### src/rtl/grf_wb_arbiter_if.sv
// grf_wb_arbiter_if: write-back request bus and GRF write port.
// master: sources drive wb_hold/req_*; they observe req_ready and the GRF port.
// slave: the arbiter, which produces req_ready, RFWe/Addr/RFWd/PC, pend_mask and conflict_cnt.
interface grf_wb_arbiter_if #(parameter int NREQ = 3);
  logic                 wb_hold;
  logic [NREQ-1:0]      req_valid;
  logic [NREQ-1:0]      req_ready;
  logic [5*NREQ-1:0]    req_addr;
  logic [32*NREQ-1:0]   req_data;
  logic [32*NREQ-1:0]   req_pc;
  logic                 RFWe;
  logic [4:0]           Addr;
  logic [31:0]          RFWd;
  logic [31:0]          PC;
  logic [31:0]          pend_mask;
  logic [15:0]          conflict_cnt;
  modport master (
    output wb_hold, req_valid, req_addr, req_data, req_pc,
    input  req_ready, RFWe, Addr, RFWd, PC, pend_mask, conflict_cnt
  );
  modport slave (
    input  wb_hold, req_valid, req_addr, req_data, req_pc,
    output req_ready, RFWe, Addr, RFWd, PC, pend_mask, conflict_cnt
  );
endinterface

### src/rtl/grf_wb_arbiter.sv
// grf_wb_arbiter: round-robin arbiter sharing the single GRF write port among NREQ sources.
// clk: rising-edge clock; reset: asynchronous active-low.
// bus (slave): wb_hold/req_valid/req_addr/req_data/req_pc in; req_ready, registered
// RFWe/Addr/RFWd/PC, pend_mask and saturating conflict_cnt out.
module grf_wb_arbiter #(parameter int NREQ = 3) (
  input logic             clk,
  input logic             reset,
  grf_wb_arbiter_if.slave bus
);
  logic [1:0]  ptr_q, ptr_d, g;
  logic        found, xfer;
  logic        rfwe_q, rfwe_d;
  logic [4:0]  addr_q, addr_d, addr_sel;
  logic [31:0] rfwd_q, rfwd_d, data_sel;
  logic [31:0] pc_q, pc_d, pc_sel;
  logic [15:0] cnt_q, cnt_d;
  // Scan offsets from farthest to nearest so the source closest to ptr wins.
  always_comb begin
    int j;
    g = '0;
    found = 1'b0;
    j = 0;
    for (int k = NREQ - 1; k >= 0; k--) begin
      j = int'(ptr_q) + k;
      if (j >= NREQ) j = j - NREQ;
      for (int i = 0; i < NREQ; i++)
        if (i == j && bus.req_valid[i]) begin
          g = 2'(i);
          found = 1'b1;
        end
    end
  end
  always_comb begin
    addr_sel = '0;
    data_sel = '0;
    pc_sel = '0;
    for (int i = 0; i < NREQ; i++)
      if (g == 2'(i)) begin
        addr_sel = bus.req_addr[5*i +: 5];
        data_sel = bus.req_data[32*i +: 32];
        pc_sel = bus.req_pc[32*i +: 32];
      end
  end
  always_comb begin
    xfer = found && !bus.wb_hold;
    rfwe_d = xfer && addr_sel != 5'd0;
    addr_d = xfer ? addr_sel : addr_q;
    rfwd_d = xfer ? data_sel : rfwd_q;
    pc_d = xfer ? pc_sel : pc_q;
    ptr_d = !xfer ? ptr_q : g == 2'(NREQ - 1) ? 2'd0 : g + 2'd1;
    cnt_d = ($countones(bus.req_valid) > 1 && cnt_q != 16'hFFFF) ? cnt_q + 16'd1 : cnt_q;
  end
  always_ff @(posedge clk or negedge reset)
    if (!reset) begin
      ptr_q <= '0;
      rfwe_q <= 1'b0;
      addr_q <= '0;
      rfwd_q <= '0;
      pc_q <= '0;
      cnt_q <= '0;
    end else begin
      ptr_q <= ptr_d;
      rfwe_q <= rfwe_d;
      addr_q <= addr_d;
      rfwd_q <= rfwd_d;
      pc_q <= pc_d;
      cnt_q <= cnt_d;
    end
  assign bus.req_ready = xfer ? NREQ'(1) << g : '0;
  assign bus.RFWe = rfwe_q;
  assign bus.Addr = addr_q;
  assign bus.RFWd = rfwd_q;
  assign bus.PC = pc_q;
  assign bus.pend_mask = rfwe_q ? 32'd1 << addr_q : 32'd0;
  assign bus.conflict_cnt = cnt_q;
endmodule

### src/flat_wrapper.sv
// flat-port wrapper written by rule: the top's interface ports become plain ports
module grf_wb_arbiter_flat 
#(parameter int NREQ = 3)
  (clk, reset, bus_wb_hold, bus_req_valid, bus_req_addr, bus_req_data, bus_req_pc, bus_req_ready, bus_RFWe, bus_Addr, bus_RFWd, bus_PC, bus_pend_mask, bus_conflict_cnt);
  grf_wb_arbiter_if #(.NREQ(NREQ)) bus_i ();
  input logic clk;
  input logic reset;
  input wire logic [$bits(bus_i.wb_hold)-1:0] bus_wb_hold;
  input wire logic [$bits(bus_i.req_valid)-1:0] bus_req_valid;
  input wire logic [$bits(bus_i.req_addr)-1:0] bus_req_addr;
  input wire logic [$bits(bus_i.req_data)-1:0] bus_req_data;
  input wire logic [$bits(bus_i.req_pc)-1:0] bus_req_pc;
  output wire logic [$bits(bus_i.req_ready)-1:0] bus_req_ready;
  output wire logic [$bits(bus_i.RFWe)-1:0] bus_RFWe;
  output wire logic [$bits(bus_i.Addr)-1:0] bus_Addr;
  output wire logic [$bits(bus_i.RFWd)-1:0] bus_RFWd;
  output wire logic [$bits(bus_i.PC)-1:0] bus_PC;
  output wire logic [$bits(bus_i.pend_mask)-1:0] bus_pend_mask;
  output wire logic [$bits(bus_i.conflict_cnt)-1:0] bus_conflict_cnt;
  assign bus_i.wb_hold = bus_wb_hold;
  assign bus_i.req_valid = bus_req_valid;
  assign bus_i.req_addr = bus_req_addr;
  assign bus_i.req_data = bus_req_data;
  assign bus_i.req_pc = bus_req_pc;
  assign bus_req_ready = bus_i.req_ready;
  assign bus_RFWe = bus_i.RFWe;
  assign bus_Addr = bus_i.Addr;
  assign bus_RFWd = bus_i.RFWd;
  assign bus_PC = bus_i.PC;
  assign bus_pend_mask = bus_i.pend_mask;
  assign bus_conflict_cnt = bus_i.conflict_cnt;
  grf_wb_arbiter #(.NREQ(NREQ)) u_core (.clk(clk), .reset(reset), .bus(bus_i));
endmodule
### config.mk
export PLATFORM = sky130hd
export DESIGN_NAME = grf_wb_arbiter_flat
export DESIGN_NICKNAME = d
export VERILOG_FILES = /design/src/rtl/grf_wb_arbiter_if.sv /design/src/rtl/grf_wb_arbiter.sv /design/src/flat_wrapper.sv
export SDC_FILE = /design/constraint.sdc
export NUM_CORES = 1
export LEC_CHECK = 0
export CAP_MARGIN = 0
export CORE_AREA = 2 2 128 130
export DETAILED_ROUTE_END_ITERATION = 8
export DIE_AREA = 0 0 130 132
export DONT_BUFFER_PORTS = 1
export GPL_TIMING_DRIVEN = 0
export HOLD_SLACK_MARGIN = 0.03
export SLEW_MARGIN = 20
export SYNTH_ARGS = -nofsm -noshare
export SYNTH_HDL_FRONTEND = slang
export SYNTH_SLANG_ARGS = --single-unit
### constraint.sdc
create_clock -name clk -period 6.1 [get_ports clk]
set_input_delay 1.22 -clock clk [delete_from_list [all_inputs] [get_ports clk]]
set_output_delay 1.22 -clock clk [all_outputs]
set_load 0.01 [all_outputs]
## Word level (Yosys, flattened, before mapping)

Index checks and enable logic that the tools add are counted.

- Flip-flop bits (word level): 88
- Bits in latches: 0
- RAM bits: 0
- Bits in read-only memories: 0
- Input port bits: 213
- Word-level logic and storage cells: 80
- Memories kept: 0

- $add $sub $neg: 9
- Multiply operators: 0
- Divide/modulo/power cells: 0
- Order comparisons: 4
- Eq/ne operators: 9
- Shifts and indexed selects: 2
- Muxes and demuxes: 32
- Bitwise operators: 0
- Reductions and logical operators: 18

Operator list:

| operator | number |
|---|---|
| 32-bit 2-to-1 mux | 10 |
| 2-bit by 32-bit equality test with 1-bit output (first input constant) | 3 |
| 3-bit by 32-bit equality test with 1-bit output (first input constant) | 3 |
| 32-bit zero test | 3 |
| 32-bit by 3-bit greater-or-equal comparator with 1-bit output (second input constant) | 2 |
| 32-bit by 3-bit subtractor with 32-bit output (second input constant) | 2 |
| 32-bit by 1-bit adder with 32-bit output | 1 |
| 32-bit by 2-bit greater-than comparator with 1-bit output (second input constant) | 1 |
| 1-bit by 5-bit << shifter with 32-bit output (first input constant) | 1 |
| 16-bit by 1-bit adder with 16-bit output (second input constant) | 1 |
| 2-bit 2-to-1 mux | 8 |
| 16-bit != test (second input constant) | 1 |
| 5-bit 2-to-1 mux | 3 |
| 1-bit logical AND | 12 |
| 1-bit 2-to-1 mux | 10 |
| 5-bit nonzero test | 1 |
| 2-bit by 1-bit adder with 3-bit output (second input constant) | 1 |
| 2-bit by 2-bit adder with 3-bit output (second input constant) | 1 |
| 3-bit 2-to-1 mux | 1 |
| 1-bit by 2-bit << shifter with 3-bit output (first input constant) | 1 |
| 2-bit by 2-bit subtractor with 3-bit output (second input constant) | 1 |
| 1-bit by 1-bit adder with 2-bit output | 1 |
| 2-bit by 1-bit adder with 2-bit output (second input constant) | 1 |
| 2-bit by 1-bit equality test with 1-bit output (second input constant) | 1 |
| 4 further kinds | 4 |

## Depth between registers and ports, before layout

Gate-level depths: netlist of run 1.

- Word-level depth: 19
- Depth in mapped cells: 9
- Gate-level depth less buffers: 7

## Worst setup path after synthesis of run 1

No wires, ideal clock.

- Kind: input -> output
- Start: input port bus_req_valid[0]
- End: output port bus_req_ready[0]
- Arrival time: 2.429 ns
- Data required time: 4.880 ns
- Setup slack: 2.451 ns
- Cell stages on the path: 5
- Cell sequence: and2b_1 > a211oi_1 > or2_2 > clkbuf_1 > and2_1

- Cells in the longest elaborated chain, start to end: 12

Ends and longest elaborated chain:

| what | line | RTL |
|---|---|---|
| from (decl) | flat_wrapper.sv:9 | `input wire logic [$bits(bus_i.req_valid)-1:0] bus_req_valid;` |
| 1-bit logical AND | grf_wb_arbiter.sv:27 | `if (i == j && bus.req_valid[i]) begin` |
| 1-bit 2-to-1 mux (9 in series) | grf_wb_arbiter.sv:27 |  |
| 1-bit logical AND | grf_wb_arbiter.sv:45 | `xfer = found && !bus.wb_hold;` |
| 3-bit 2-to-1 mux (*) | grf_wb_arbiter.sv:69 | `assign bus.req_ready = xfer ? NREQ'(1) << g : '0;` |
| to (decl) | flat_wrapper.sv:13 | `output wire logic [$bits(bus_i.req_ready)-1:0] bus_req_ready;` |

Every way passes the cells marked *; elsewhere a longest branch is shown, timed or not.

## Worst setup path in the final report of run 1

- Start: input port bus_req_valid[2]
- End: output port bus_req_ready[1]

- Cells in the longest elaborated chain, start to end: 10

Ends and longest elaborated chain:

| what | line |
|---|---|
| 1-bit logical AND | grf_wb_arbiter.sv:27 |
| 2-bit 2-to-1 mux / 1-bit 2-to-1 mux (equally long branches) (7 in series) | grf_wb_arbiter.sv:27 |
| 1-bit by 2-bit << shifter with 3-bit output / 1-bit logical AND (equally long branches) | grf_wb_arbiter.sv:69, grf_wb_arbiter.sv:45 |
| 3-bit 2-to-1 mux (*) | grf_wb_arbiter.sv:69 |

Marked as above.

==> results of run 1 <==
==> registers in the layout, summed over array words and instances (netlist names) <==
| register | cells |
|---|---|
| u_core.bus.PC | 32 |
| u_core.bus.RFWd | 32 |
| u_core.bus.Addr | 5 |
| u_core.bus.conflict_cnt | 16 |
| u_core.ptr_q | 2 |
| u_core.bus.RFWe | 1 |
==> critical path, delay by kind of cell <==
| family | cells | cell delay [ps] |
|---|---|---|
| buffers and inverters | 3 | 1220 |
| and+or+nand+nor | 2 | 530 |
| AOI/OAI and AO/OA | 1 | 210 |
==> stage by stage <==
step | cells | hold slack, ps | power, mW
finish | 716 | 519.6 | 2.843
global placement | 701 | 494.3 | 2.233
detailed placement | 701 | 504.1 | 2.296
CTS | 716 | 520.2 | 2.868
global route | 716 | 536.2 | 3.056
floorplan | 485 | 475.9 | 1.929
==> synth_stat cells (all sizes together) (2+ instances only) <==
cell / n / share of area (%)
dfrtp: 88 / 48
nand2: 82 / 6.7
o21ai: 72 / 7.9
a222oi: 64 / 14
clkbuf: 34 / 2.8
nor2: 27 / 2.2
xnor2: 12 / 2.3
nand2b: 9 / 1.2
nand3: 9 / 0.98
nor3: 9 / 0.98
nand4: 8 / 1.1
buf: 7 / 0.88
a21oi: 6 / 0.66
ha: 5 / 1.4
mux2: 5 / 1.2
nor2b: 5 / 0.68
a31oi: 4 / 0.55
inv: 4 / 0.33
and2: 3 / 0.41
and3: 3 / 0.41
a21o: 2 / 0.33
a221o: 2 / 0.44
nor4: 2 / 0.27
nor4b: 2 / 0.38
o2bb2ai: 2 / 0.38
or4: 2 / 0.33
xor2: 2 / 0.38
==> power breakdown <==
part	switching (mW)	internal, mW
registers	0.341	0.838
clock network	0.245	0.318
logic	0.705	0.395
==> cells by family (layout without fill, tap and decap cells) <==
| logic type | after synthesis | count (layout) | share of synthesized area, % |
|---|---|---|---|
| mux | 5 | 5 | 1.231 |
| flops | 88 | 88 | 48.14 |
| xor+xnor | 14 | 14 | 2.681 |
| fa+ha+maj | 5 | 5 | 1.368 |
| compound gates | 162 | 162 | 26.07 |
| buf+inv | 45 | 60 | 3.993 |
| simple gates | 166 | 166 | 16.52 |
==> layer usage <==
layer | vias to the layer above | track usage [%]
li1 | 1888 | -
met1 | 2141 | 19.75
met2 | 277 | 31.24
met3 | 26 | 6.128
met4 | 0 | 6.631
met5 | - | 0
==> final cells by class <==
| class | count | area [sq um] | share of cell area (%) |
|---|---|---|---|
| sequential | 88 | 2202 | 42.86 |
| multi-input combinational | 352 | 2190 | 42.62 |
| tap | 216 | 270.3 | 5.261 |
| clock buffer | 9 | 225.2 | 4.384 |
| buffer | 41 | 167.7 | 3.264 |
| clock inverter | 6 | 67.56 | 1.315 |
| inverter | 4 | 15.01 | 0.2923 |
==> path summary, 6_finish.rpt <==
path                                   from             endpoint  slack [ps]
min in group asynchronous             reset  u_core.bus.RFWd[15]         560
max                        bus_req_valid[2]     bus_req_ready[1]        1680
max in group asynchronous             reset    u_core.bus.PC[16]        5410
min                         u_core.ptr_q[1]      u_core.ptr_q[1]         520
max reg2reg                 u_core.ptr_q[0]  u_core.bus.RFWd[31]        2920
min reg2reg                 u_core.ptr_q[1]      u_core.ptr_q[1]         520
==> results.md, run 1 <==
- After detailed routing, the number of remaining DRC violations is 8.
- The number of gates given a new drive strength after cts is 0.
- In this run the clock root is driven by a clkbuf_16.
- The clock tree from TritonCTS is yes.
- The number of max-slew violations in the final report is 0.
- The number of hold violations in the final report came to 0.
- The global route total overflow is 0.
- Routed signal wires occupy layers up through met4.
- In this design, the critical path's most frequently occurring cell is clkbuf_1.
- Summing every instance area after synthesis gives 4574 sq um.
- In this run the tightest slew margin relative to its limit is 46.26%.
- The via-per-instance ratio is 6.050.
- The count of nets left with antenna violations after detail routing is 0.
- The critical path in this run is classified as in2out.
- The async set-reset flop share out of synthesis is 100.0%.
- The worst register-to-register path has a depth of 9.
- The routed wire length per instance is 22.74 um.
- Setup repair after global routing left no endpoint under its margin.
- Measured on the finished design, the core utilization comes to 32.70%.
- STA classifies the critical path startpoint as an input port.
- The number of nets in the synthesized netlist is 703.
- The number of H-tree levels is 3.
- The starting density of the core is 29.11%.
- For this run, the leading register cell type out of synthesis is dfrtp_1.
- During placement, the flow inserted port buffers numbering 0.
- The cts-stage hold buffer count is 0.
- The starting DRC count in detailed routing is 530.
- The largest buffer count on any clock path is 2.
- Global routing used 17.83% of the available tracks.
- The run finished, with violations left.
- The first detailed-routing pass took 9 iterations.
- The clock input transition at the sequential cells of the worst setup and hold paths is 70 ps.
- Of the cells placed in the final design, the portion with a size suffix greater than 1 is 5.600%.
- Entering global routing, the biggest net connects 89 pins.
- Of the synthesized area, sequential elements account for 48.14%.
- The number of endpoints failing setup at the final stage is 0.
- The clock drives 88 sinks.
- The gate count of the mapped netlist is 485.
- Once placement finished, the instance area stood at 4845 sq um.
- Between clock sinks in the finished design, the worst skew comes to 8.105 ps.
- The final period demand of the worst path is 4423 ps.
- Buffers inserted during clock tree synthesis total 9.
- The post-synthesis cell type count is 45.
- In the layout the commonest cells are dfrtp_1 (88), nand2_1 (82), o21ai_0 (71).
- The HPWL after detailed placement is 12510 um.
- The total power divided by cell area is 553.3 nW/um^2.
- In this run the vertical extent of the chip is 132 um.
- Walking the worst path, the cells encountered are nand2_1 -> o211a_1 -> buf_6 -> clkbuf_1 -> clkbuf_1 -> and2_1.
- The leading cell type in the layout, fill and taps excluded is dfrtp_1.
- The synthesized area per cell is 9.432 sq um.
- The largest individual stage delay along the critical path comes from the cell clkbuf_1.
- The arrival time reported for the critical path endpoint is 3200 ps.
- The die covers 17160 sq um.
- The maximum vdd ir drop is 0.0001847 V.
- Detailed routing placed a total of 8374 um of wire on met2.
- The number of synthesized register bits is 88.
- The number of nets at the end of the flow is 714.
- The final standard cell area without fillers is 5137 sq um.
- The maximum clock rate is 226.1 MHz.
- At the placement stage, the worst setup path has a slack of 1628 ps.
- The wire length of the first global-routing pass is 23390 um.
- Setup total negative slack on the finished layout was measured at 0 ps.
- Setup slack closes at 1677 ps.
- In the finished design, the share of the clock period the worst path needs comes to 72.51%.
- At the pin with the least slew margin, the transition time is 806.1 ps.
- The required time reported for the critical path endpoint is 4880 ps.
- The number of synthesis warnings is 0.
- Clock latency on the worst-skew pair, taken at its later pin, is 340 ps.
- The sum of routed wire segments on met1 is 6027 um.
- Max-cap violations in this run came to 0.
- The core area is 15710 sq um.
- Pin placement for this block handled 334 I/O pins.
- The worst hold path belongs to the class reg2reg.
- The largest incremental delay on the critical path is 610 ps.
- The via count of the first global-routing pass was 4190.
- The die is 130 um wide.
- The number of enable flip-flop cells after synthesis is 0.
- In this run the static leakage power is 2.071 nW.
- Compared with the post-synthesis result, the final layout area differs by 12.31%.
- The final reports fail on DRC.
- The total of fill cells in the finished design is 1647.
- The placer's final routability congestion estimate is 0.9022.
- Summed over all layers, the routed wires come to 16280 um.
- Counting instances, the worst hold path has a depth of 1.
- STA classifies the critical path endpoint as an output port.
- In this run the worst path has a maximum fanout of 10.
- The routed layout has 4332 vias.
- After clock tree synthesis, the setup repair step added 0 buffers.
- 0 antenna diodes ended up in the layout.
- Detailed routing placed a total of 1499 um of wire on met3.
- The floorplan has 46 rows.
- The initial antenna violation count came to 0.
(Power assumes the default switching activity.)
==> run 2: changes to the inputs <==
- clock period: 6.1 -> 4.6 ns (I/O delays scaled with it)
==> results of run 2 <==
Same layout as run 1 (identical final DEF). Status: finished with violations: DRC.
Among the figures that moved: setup slack after placement 1628 ps -> 727.8 ps; setup slack after layout 1677 ps -> 574.3 ps; hold slack 519.6 ps -> 264.7 ps; start point of the critical path bus_req_valid[2] -> u_core.ptr_q[0]; end point of the critical path bus_req_ready[1] -> bus_req_ready[2]; register-to-register setup slack 2920 ps -> 1420 ps; total power 2.843 mW -> 3.769 mW; worst IR drop on VDD 0.0001847 V -> 0.0002449 V
==> edit 1: new RTL, config.mk and constraints of run 2 <==
`NREQ` is set to 3 in 3 places; all go to 2.
--- a/src/rtl/grf_wb_arbiter_if.sv
+++ b/src/rtl/grf_wb_arbiter_if.sv
@@ -2,5 +2,5 @@
 // master: sources drive wb_hold/req_*; they observe req_ready and the GRF port.
 // slave: the arbiter, which produces req_ready, RFWe/Addr/RFWd/PC, pend_mask and conflict_cnt.
-interface grf_wb_arbiter_if #(parameter int NREQ = 3);
+interface grf_wb_arbiter_if #(parameter int NREQ = 2);
   logic                 wb_hold;
   logic [NREQ-1:0]      req_valid;
--- a/src/rtl/grf_wb_arbiter.sv
+++ b/src/rtl/grf_wb_arbiter.sv
@@ -3,5 +3,5 @@
 // bus (slave): wb_hold/req_valid/req_addr/req_data/req_pc in; req_ready, registered
 // RFWe/Addr/RFWd/PC, pend_mask and saturating conflict_cnt out.
-module grf_wb_arbiter #(parameter int NREQ = 3) (
+module grf_wb_arbiter #(parameter int NREQ = 2) (
   input logic             clk,
   input logic             reset,
--- a/src/flat_wrapper.sv
+++ b/src/flat_wrapper.sv
@@ -1,5 +1,5 @@
 // flat-port wrapper written by rule: the top's interface ports become plain ports
 module grf_wb_arbiter_flat 
-#(parameter int NREQ = 3)
+#(parameter int NREQ = 2)
   (clk, reset, bus_wb_hold, bus_req_valid, bus_req_addr, bus_req_data, bus_req_pc, bus_req_ready, bus_RFWe, bus_Addr, bus_RFWd, bus_PC, bus_pend_mask, bus_conflict_cnt);
   grf_wb_arbiter_if #(.NREQ(NREQ)) bus_i ();
Interface: changed (5 resized); port bits go from 334 to 263. No check against the original RTL was run, so the function may have changed too.
==> edit 1 against run 2 <==
- worst hold slack improved by 0.0046 ns
- sequential cell count is 1 lower
- synthesized cell count is 22% lower
- cell count down 15%
- clock skew shrank 0.0013 ns
- routed wire length shrank 18%
- count of clock-buffer cells in the layout grew 2
- first-iteration DRC count is 73% lower
- final area fell by 5.1%
- worst setup slack improved by 1.1 ns
- synthesized area shrank 6.2%
Power is not compared: it rests on default switching activity, and its combinational part moved more than twofold at a synthesized area within 25%.
==> edit 1: results (changes against run 2) <==
[timing]
timing.hold.ws_ns = 0.269  ; +0.00458 ns
slew_headroom = 0.626  ; +0.163
period_share = 0.640  ; -0.235
fin_worst_skew_ns = 0.00679  ; -0.00131 ns

[detailed_routing]
wl_per_cell_um = 21.8  ; -4.1%
dr.pass1.iters = 4  ; -5
drtIter0Drc = 141  ; -73%
dr_total_vias = 3405  ; -21%

[global_route]
grt_pass1_vias = 3460  ; -17%
gr-usage-all-layers = 0.148  ; -0.0308
grt_max_degree = 88  ; -1.1%

[critical_path]
cp_max_fo = 10  ; unchanged
cp.arrival_ns = 2.02  ; -1.09 ns
slowest_delay_ns = 0.50  ; -0.06 ns
regToRegSetupSlack_ns = 2.59  ; +1.17 ns

[synthesis]
synth_seq_area_share = 0.507  ; +0.0260
yosysUniqueCellTypes = 38  ; -16%
syn_avg_cell_area_um2 = 11.4  ; +21%
synth_nets = 521  ; -26%
netlist_top_cells_count = dfrtp_1 (87), nor3b_1 (65), a221o_1 (64), nor2_1 (29), clkbuf_1 (20)

[layout]
multi_input_area_um2 = 1940  ; -12%
fin_cells = 609  ; -15%
drive_above_1_share = 0.0916  ; +0.0356
final_nets = 532  ; -25%
diodes = 0  ; unchanged

[placed_design]
dpl.cell_count = 593  ; -15%
hpwl_um = 10000  ; -20%
gp_congestion = 0.826  ; -8.5%

[status]
status = finished clean

-- edit 1: layer usage --
metal,track usage,vias up,share of wire
met3,0.0548,22,0.093
met5,0,-,0
li1,-,1475,-
met1,0.156,1687,0.38
met2,0.264,221,0.50
met4,0.0556,0,0.024
-- edit 1: cell type report --
| type | count | share of cell area |
|---|---|---|
| multi-input cells | 255 | 0.397 |
| clock buffers | 11 | 0.0477 |
| flip-flops and latches | 87 | 0.446 |
| clock inverters | 5 | 0.0169 |
| inverters | 1 | 0.000770 |
| well taps | 216 | 0.0554 |
| plain buffers | 34 | 0.0354 |
-- edit 1: cell families after synthesis --
kind of cell	count (synthesis)	synth area share
AO/OA/AOI/OAI	74	0.172
XOR/XNOR	14	0.0286
adder cells (fa/ha/maj)	1	0.00292
multiplexers	7	0.0169
flip-flops	87	0.507
AND/OR/NAND/NOR	159	0.231
buffers and inverters	35	0.0411
-- edit 1: worst register-to-register path: cells and delay by family (launching register included) --
kind | cells | cell delay, ns
adder cells (fa/ha/maj) | 1 | 0.25
AND/OR/NAND/NOR | 3 | 0.75
buffers and inverters | 1 | 0.27
flip-flops | 1 | 0.47
XOR/XNOR | 1 | 0.14
-- edit 1: final timing paths --
kind / cells past startpoint / from / end
max: 3 / bus_wb_hold / bus_req_ready[1]
min: 0 / reset / u_core.bus.RFWd[19]
max reg2reg: 6 / u_core.bus.conflict_cnt[0] / u_core.bus.conflict_cnt[9]
min reg2reg: 1 / u_core.ptr_q[0] / u_core.ptr_q[0]
max in group asynchronous: 0 / reset / u_core.bus.PC[22]
min in group clk: 1 / u_core.ptr_q[0] / u_core.ptr_q[0]
-- edit 1: power groups by stage --
stage,sequential [mW],clock [mW],combinational (mW)
3_5_place_dp,1.11,0,0.298
4_1_cts,1.10,0.811,0.297
2_1_floorplan,1.06,0,0.240
3_3_place_gp,1.11,0,0.284
5_1_grt,1.11,0.846,0.325
6_report,1.10,0.785,0.293
==> edit 2: new RTL, settings of run 2 <==
Without the edit above. Make the reset (`reset`) synchronous in one clocked block. Comments in the files are not updated.
--- a/src/rtl/grf_wb_arbiter.sv
+++ b/src/rtl/grf_wb_arbiter.sv
@@ -51,5 +51,5 @@
     cnt_d = ($countones(bus.req_valid) > 1 && cnt_q != 16'hFFFF) ? cnt_q + 16'd1 : cnt_q;
   end
-  always_ff @(posedge clk or negedge reset)
+  always_ff @(posedge clk)
     if (!reset) begin
       ptr_q <= '0;
Check against the original RTL: differs if reset is asserted again (counterexample within 4 cycles, from zero or initial values and one cycle with reset low); with reset held inactive, the same outputs for 4 cycles.
==> edit 2 against run 2 <==
- the run still ends with DRC left
- non-clock buffer count up 13
- sequential share of layout area decreased by 7.9 points
- worst setup slack better by 0.48 ns
- final area fell by 2.0%
- synthesized cell count rose by 8.9%
- routed wire length rose by 13%
- sequential cell count unchanged
- synthesized area shrank 2.6%
- register-to-register slack better by 0.63 ns
- via count increased by 5.8%
Power is not compared: it rests on default switching activity, and its combinational part moved more than twofold at a synthesized area within 25%.
==> edit 2: results (changes against run 2) <==
[synthesis]
async_flop_share = 0  ; -1.00
yosys-top-cells-area = dfxtp_1 (40%), a222oi_1 (9.7%), a211oi_1 (7.6%), nor2_1 (6.6%), a221o_1 (5.6%)
synth_seq_area_share = 0.396  ; -0.0859
yosysUniqueCellTypes = 45  ; unchanged
yosys_warnings = 0  ; unchanged
synth_nets = 745  ; +6.0%
netlist_top_cells_count = dfxtp_1 (88), nor2_1 (78), a211oi_1 (45), a222oi_1 (43), o21ai_0 (38)
syn_avg_cell_area_um2 = 8.44  ; -11%

[floorplan]
die-area_um2 = 17200  ; unchanged

[cts]
cts_setup_buffers = 0  ; unchanged
ctsHtreeMaxLevel = 3  ; unchanged
root_buffer = clkbuf_16
clock_latency_ns = 0.34  ; about the same
clkTransAtPathRegs_ns = 0.06
numCtsBuffers = 9  ; unchanged
clock_path_buffers = 2  ; unchanged
cts-resized-gates = 0  ; unchanged

[detailed_routing]
wl_met3_um = 1770  ; +18%
wl_met2_um = 9400  ; +12%
highest_layer = met4
drc = 6  ; -2
dr.pass1.iters = 9  ; unchanged
dr_total_vias = 4585  ; +5.8%
drt-total-wl_um = 18400  ; +13%
drtIter0Drc = 570  ; +7.5%
m1WireLength_um = 6960  ; +16%

[global_route]
met3_usage = 0.0775  ; +0.0162
grt_max_degree = 16  ; -82%
grt_pass1_vias = 4444  ; +6.1%
gr-usage-all-layers = 0.207  ; +0.0287
grt_pass1_wl_um = 26800  ; +15%
use_met1 = 0.227  ; +0.0297
antenna_found_initial = 2  ; +2
use_met2 = 0.372  ; +0.0596

[critical_path]
cp_max_fo = 10  ; unchanged
cp.arrival_ns = 2.63  ; -0.48 ns
ff2ff_path_depth = 10  ; +1

[placed_design]
place_area_um2 = 4720  ; -2.5%
dp_slack_ns = 1.29  ; +0.562 ns
place.port_buffers = 0  ; unchanged
hpwl_um = 14900  ; +19%
dpl.cell_count = 744  ; +6.1%
gp_congestion = 0.937  ; +3.9%

[power]
p_switching_mw = 0.764
irDropWorstVdd_uv = 228
leakage_nw = 1.70

[status]
violations = DRC
status = finished with violations

[layout]
drive_above_1_share = 0.0809  ; +0.0249
fin_cells = 762  ; +6.4%

[min_path]
hold_depth = 2
hold_path.class = reg -> reg

[timing]
tightest_slew_ns = 0.564  ; -0.242 ns
fin_worst_skew_ns = 0.00713  ; -0.000977 ns
setup_viol = 0  ; unchanged

## edit 2: cell types whose count changed after synthesis, sizes merged, moves of 5 or more
cell    change
a222oi     -21
xnor2       -5
nor3       +10
a211oi     +44
o21ai      -20
a221o      +23
mux2        -5
dfrtp      -88
nand3      +22
nor2       +53
dfxtp      +88
nand2      -65
buf        +15
nand4       -5
## edit 2: layout make-up
cell class	count	area (µm²)
diodes	2	5.00
fillers	1681	10700
flip-flops and latches	88	1760
clock inverters	5	63.8
inverters	7	26.3
multi-input cells	379	2420
plain buffers	54	249
well taps	216	270
clock buffers	11	243
## edit 2: power by group through the flow
stage                     Sequential [mW]  Clock [mW]  Combinational (mW)
after CTS                           0.971       0.794               0.509
after global placement              0.987           0               0.487
after detailed placement            0.988           0               0.508
after floorplan                     0.953           0               0.378
final                               0.970       0.766               0.510
after global routing                0.979       0.824               0.568
## edit 2: cells by family (layout without fill, tap and decap cells)
kind of cell               after synthesis  count (layout)  synth area share
AOI/OAI and AO/OA                      185             185             0.320
and+or+nand+nor                        179             179             0.190
DFF                                     88              88             0.396
buffers and inverters                   61              77            0.0618
xor gates and xnor gates                11              11            0.0216
adders and majority gates                4               4            0.0112
other                                    0               2                 0
## edit 2: critical path, stage by stage, from the launching register on
cell      delay (ns)
dfxtp_1         0.33
inv_1           0.06
ha_1            0.36
nor3_1          0.11
nor3_1          0.32
buf_2           0.33
clkbuf_1        0.48
and2_1          0.30
## edit 2: worst paths after layout
check | endpoint | from | slack (ns)
worst max register to register | u_core.bus.RFWe | u_core.ptr_q[0] | 2.05
worst min-delay path | u_core.ptr_q[0] | u_core.ptr_q[0] | 0.50
worst max-delay path | bus_req_ready[0] | u_core.ptr_q[0] | 1.05
worst min register to register | u_core.ptr_q[0] | u_core.ptr_q[0] | 0.50
